--- config.mk ---
export PLATFORM = sky130hd
export DESIGN_NAME = bf_relax_pe_pipe
export DESIGN_NICKNAME = d
export VERILOG_FILES = /design/src/rtl/bf_relax_pe_pipe.sv
export SDC_FILE = /design/constraint.sdc
export NUM_CORES = 1
export LEC_CHECK = 0
export CORE_MARGIN = 1.5
export CORE_UTILIZATION = 45
export CTS_CLUSTER_DIAMETER = 40
export DETAILED_ROUTE_END_ITERATION = 7
export PLACE_DENSITY = 0.87
export SYNTH_ARGS = -nofsm -noshare
export SYNTH_HDL_FRONTEND = slang
export SYNTH_SLANG_ARGS = --single-unit
--- constraint.sdc ---
create_clock -name clk -period 4.9 [get_ports clk]
set_clock_uncertainty 0.2 [all_clocks]
set_input_delay 0.98 -clock clk [delete_from_list [all_inputs] [get_ports clk]]
set_output_delay 0.98 -clock clk [all_outputs]
set_load 0.05 [all_outputs]
--- src/rtl/bf_relax_pe_pipe.sv ---
// Two-stage Bellman-Ford edge-relaxation element with valid/ready flow control and a sticky pass-dirty flag.
// Optional build macro BF_PE_UPD_COUNT_EN adds a saturating 16-bit upd_count of updating beats.
module bf_relax_pe_pipe #(
  parameter int PW = 3,
  parameter int WW = 8,
  parameter int DW = 21,
  localparam int NW = PW + WW + DW
) (
  input  logic          clk,
  input  logic          rst,
  input  logic          in_valid,
  output logic          in_ready,
  input  logic [PW-1:0] in_src_id,
  input  logic [DW-1:0] in_src_dist,
  input  logic [NW-1:0] in_t,
  output logic          out_valid,
  input  logic          out_ready,
  output logic [NW-1:0] out_t,
  output logic          out_updated,
  input  logic          pass_clr,
  output logic          pass_dirty
`ifdef BF_PE_UPD_COUNT_EN
  ,
  output logic [15:0]   upd_count
`endif
);

  localparam logic [DW-1:0] INF = '1;

  logic [WW-1:0] weight;
  logic [DW-1:0] tgtDist;
  logic [DW:0]   sum;
  logic          candInf;
  logic [DW-1:0] cand;
  logic          upd;
  logic [NW-1:0] relaxed;

  logic          s1Valid;
  logic [NW-1:0] s1T;
  logic          s1Upd;

  logic          s2Adv;
  logic          s1Adv;
  logic          updXfer;

  assign weight  = in_t[DW+WW-1:DW];
  assign tgtDist = in_t[DW-1:0];

  // One extra bit keeps the carry so overflow saturates to INF instead of wrapping.
  assign sum     = {1'b0, in_src_dist} + {{(DW+1-WW){1'b0}}, weight};
  assign candInf = (in_src_dist == INF) || sum[DW] || (sum[DW-1:0] == INF);
  assign cand    = candInf ? INF : sum[DW-1:0];
  assign upd     = (cand < tgtDist);
  assign relaxed = upd ? {in_src_id, weight, cand} : in_t;

  assign s2Adv    = !out_valid || out_ready;
  assign s1Adv    = !s1Valid || s2Adv;
  assign in_ready = s1Adv;
  assign updXfer  = out_valid && out_ready && out_updated;

  always_ff @(posedge clk) begin
    if (rst) begin
      s1Valid <= 1'b0;
      s1T     <= '0;
      s1Upd   <= 1'b0;
    end else if (s1Adv) begin
      s1Valid <= in_valid;
      if (in_valid) begin
        s1T   <= relaxed;
        s1Upd <= upd;
      end
    end
  end

  // Payload only reloads on a real beat, so a bubble leaves the last word parked.
  always_ff @(posedge clk) begin
    if (rst) begin
      out_valid   <= 1'b0;
      out_t       <= '0;
      out_updated <= 1'b0;
    end else if (s2Adv) begin
      out_valid <= s1Valid;
      if (s1Valid) begin
        out_t       <= s1T;
        out_updated <= s1Upd;
      end else begin
        out_updated <= 1'b0;
      end
    end
  end

  // An updating transfer outranks a simultaneous clear so no update is lost.
  always_ff @(posedge clk) begin
    if (rst) begin
      pass_dirty <= 1'b0;
    end else if (updXfer) begin
      pass_dirty <= 1'b1;
    end else if (pass_clr) begin
      pass_dirty <= 1'b0;
    end
  end

`ifdef BF_PE_UPD_COUNT_EN
  always_ff @(posedge clk) begin
    if (rst || pass_clr) begin
      upd_count <= '0;
    end else if (updXfer && (upd_count != 16'hFFFF)) begin
      upd_count <= upd_count + 16'd1;
    end
  end
`endif

endmodule
==> results_dict.tcl <==
set metrics [dict create \
    status "finished, violations left" \
    failed_checks "negative setup slack" \
    hold_path_class "flop to flop" \
    htree_levels 3 \
    synth_nets 581 \
    syn_to_final_growth_pct 51.1 \
    end_kind "flop" \
    hold_slack_ns 0.252 \
    cp_common_cell "buf_4" \
    yosys_warnings 0 \
    cts_tree "done" \
    synth-async-reset-ratio_pct 0 \
    via_per_inst 5.70 \
    path_depth 21 \
    globalplace.congestion 0.894 \
    irDropWorstVdd_uv 170 \
    grt_pass1_wl_um 17200 \
    drc 0 \
    die_x_um 95.5 \
    synth_seq_area_share_pct 35.9 \
    yosysTopAreaCell "dfxtp_1" \
    cp_data_required_time_ns 4.92 \
    synth-edff-count 0 \
    die_y_um 95.5 \
    clk_latency_ns 0.35 \
    wl_per_cell_um 17.3 \
    grt_usage_pct 23.9 \
    period_needed_ns 5.06 \
    n_antenna_cell 0 \
    holdBufCountCts 0 \
    synth_area_leaders "dfxtp_1, nand2_1, ha_1" \
    port_buffers 96 \
    start_kind "input port" \
    cts.sinks 69 \
    ys_ff_latch 69 \
    place_hpwl_um 8290 \
    cp_slowest_cell "clkdlybuf4s50_1" \
    path_buf_inv 7 \
    rows 33 \
    worst_slew_pin_slew_ns 1.28 \
    layout_setup_ws_ns -0.162 \
    cts_buffers 9 \
    ys_types 46 \
    avgSynthCellArea_um2 7.84 \
    core_mm2 0.00826 \
    first_iter_violations 287 \
    fin_crit_sh_pct 103 \
    grt_pass1_vias 3749 \
    final_cell_count_no_fill 749 \
    firstDrtPassIters 7 \
    critPathArrivalTime_ns 5.08 \
    multi_input_area_mm2 0.00248 \
    dpl.cell_count 721 \
    drive_above_1_share_pct 18.8 \
    final-seq-area_mm2 0.00138 \
    ant_nets 0 \
    fill_cells 602 \
    antenna_found_initial 0 \
    grt_max_degree 52 \
    nets 729 \
    hold_viol_final 0 \
    finalSetupTns_ns -2.49 \
    fmax_ghz 0.198 \
    postLayoutCellArea_mm2 0.00582 \
    cts.path.max_buffers 2 \
    setup_viol 24 \
    crit_path_max_fanout 7 \
    maxCapViolCount 0 \
    slew_headroom_pct 14.6 \
    cts_root_buffer "clkbuf_8" \
    syn_area_mm2 0.00385 \
    cp_cell_sequence "clkdlybuf4s50_1, ha_4, o21ai_1, a211oi_2, buf_4, buf_4, o21ai_0, xnor2_1, nand2_1, ha_1, nand4_1, buf_4, nor2_1, o2111ai_1, o22ai_2, nor3_4, buf_6, buf_12, buf_4, nor2_2, o31ai_2" \
    drv_slew 0 \
    worstHoldPathCells 2 \
    r2r_slack_ns 1.89 \
    criticalPathCategory "input port to flop" \
    ios 97 \
    synth.most_common_cell "nand2_1" \
    critPathMaxStageDelay_ns 0.55 \
    die_area_mm2 0.00912 \
    worst_r2r_path_depth 6 \
    grt_setup_unrepaired "yes" \
    initial_utilization_pct 46.6 \
    syn_inst 491 \
    placed_cell_area_mm2 0.00526 \
    p_leak_uw 0.00244 \
    grt_overflow 0 \
    totalWireLength_um 12900 \
    num_vias 4271 \
    path_delay_family "buffers and inverters" \
    synth_common_cells "nand2_1, dfxtp_1, a21oi_1" \
    clkTransAtPathRegs_ns 0.09 \
    netlist.area_leader.share_pct 35.9 \
    yosys_most_used_dff "dfxtp_1" \
    p_per_area_mw_per_mm2 280 \
]
-- repair_timing --
action,in CTS,in global routing
buffers inserted,3,7
gates cloned,0,2
gates resized for setup,9,38
setup endpoints to repair,25,24
pin swaps,2,20
-- cells in the final DEF (no fill, tap or decap), types with 3 or more instances in the layout --
cell	netlist	layout
a211oi_1	8	5
o21ai_1	15	16
nor2_1	15	13
o31ai_2	4	4
nand2b_1	5	4
clkbuf_8	0	9
nor3_1	5	4
buf_4	0	58
ha_1	28	18
o211ai_1	4	4
xor2_1	8	8
inv_1	26	25
inv_6	0	3
ha_4	0	9
nand3_1	10	9
nand4_1	8	8
nand2_1	125	123
clkdlybuf4s50_1	0	90
o21ai_2	0	3
a21o_1	7	7
a21oi_1	56	55
dfxtp_1	69	69
or3_1	3	3
a211oi_2	1	3
mux2i_1	19	18
xnor2_1	4	4
o21ai_0	18	14
dlymetal6s2s_1	0	5
-- final cells by class --
cell class                 count  share of cell area [%]
multi-input combinational    373                    42.7
timing repair buffer         160                    25.7
sequential                    69                    23.7
tap                          105                    2.26
clock buffer                   9                    2.13
clock inverter                 7                    1.81
inverter                      26                    1.68
-- tightest hold or removal path, stage by stage, from the launching register on --
cell and delay [ns]:
dfxtp_1 0.32, nand2_1 0.06, a21oi_1 0.05
-- logic make-up after synthesis --
kind of cell | share of synthesized area [%]
and+or+nand+nor | 21.1
adders and majority gates | 9.62
xor gates and xnor gates | 2.73
DFF | 35.9
AOI/OAI and AO/OA | 20.5
buffers and inverters | 5.17
muxes | 4.94
-- flip-flops by register name, summed over array words and instances, names as in the netlist --
signal / cells
pass_dirty: 1
out_t: 32
out_updated: 1
s1Valid: 1
s1Upd: 1
s1T: 32
out_valid: 1
-- where the power goes --
| part | switching, uW | internal, uW | total (uW) |
|---|---|---|---|
| clock | 251 | 296 | 546 |
| combinational | 247 | 226 | 473 |
| sequential | 18.1 | 592 | 610 |
-- through the flow --
| step | total power (uW) | setup slack (ns) | utilization [%] |
|---|---|---|---|
| 3_3_place_gp | 1010 | -0.523 | 63.6 |
| 6_report | 1630 | -0.162 | 70.4 |
| 3_5_place_dp | 1030 | -0.564 | 63.6 |
| 4_1_cts | 1570 | 0.00550 | 67.1 |
| 2_1_floorplan | 846 | 0.103 | - |
| 5_1_grt | 1680 | -0.199 | 70.4 |
-- final timing paths --
check	startpoint	endpoint
worst max register to register	out_valid	s1T[1]
worst min-delay path	s1T[18]	out_t[18]
worst max-delay path	in_src_dist[3]	s1T[0]
worst min register to register	s1T[18]	out_t[18]
-- metal layers --
| metal | GRT usage [%] | vias to the layer above | wire length, um |
|---|---|---|---|
| met5 | 0 | - | 0 |
| met2 | 40.7 | 214 | 6440 |
| met4 | 8.21 | 0 | 516 |
| li1 | - | 1990 | - |
| met3 | 3.75 | 60 | 836 |
| met1 | 30.5 | 2007 | 5140 |
Note: power is estimated with default switching activity, not from simulation.
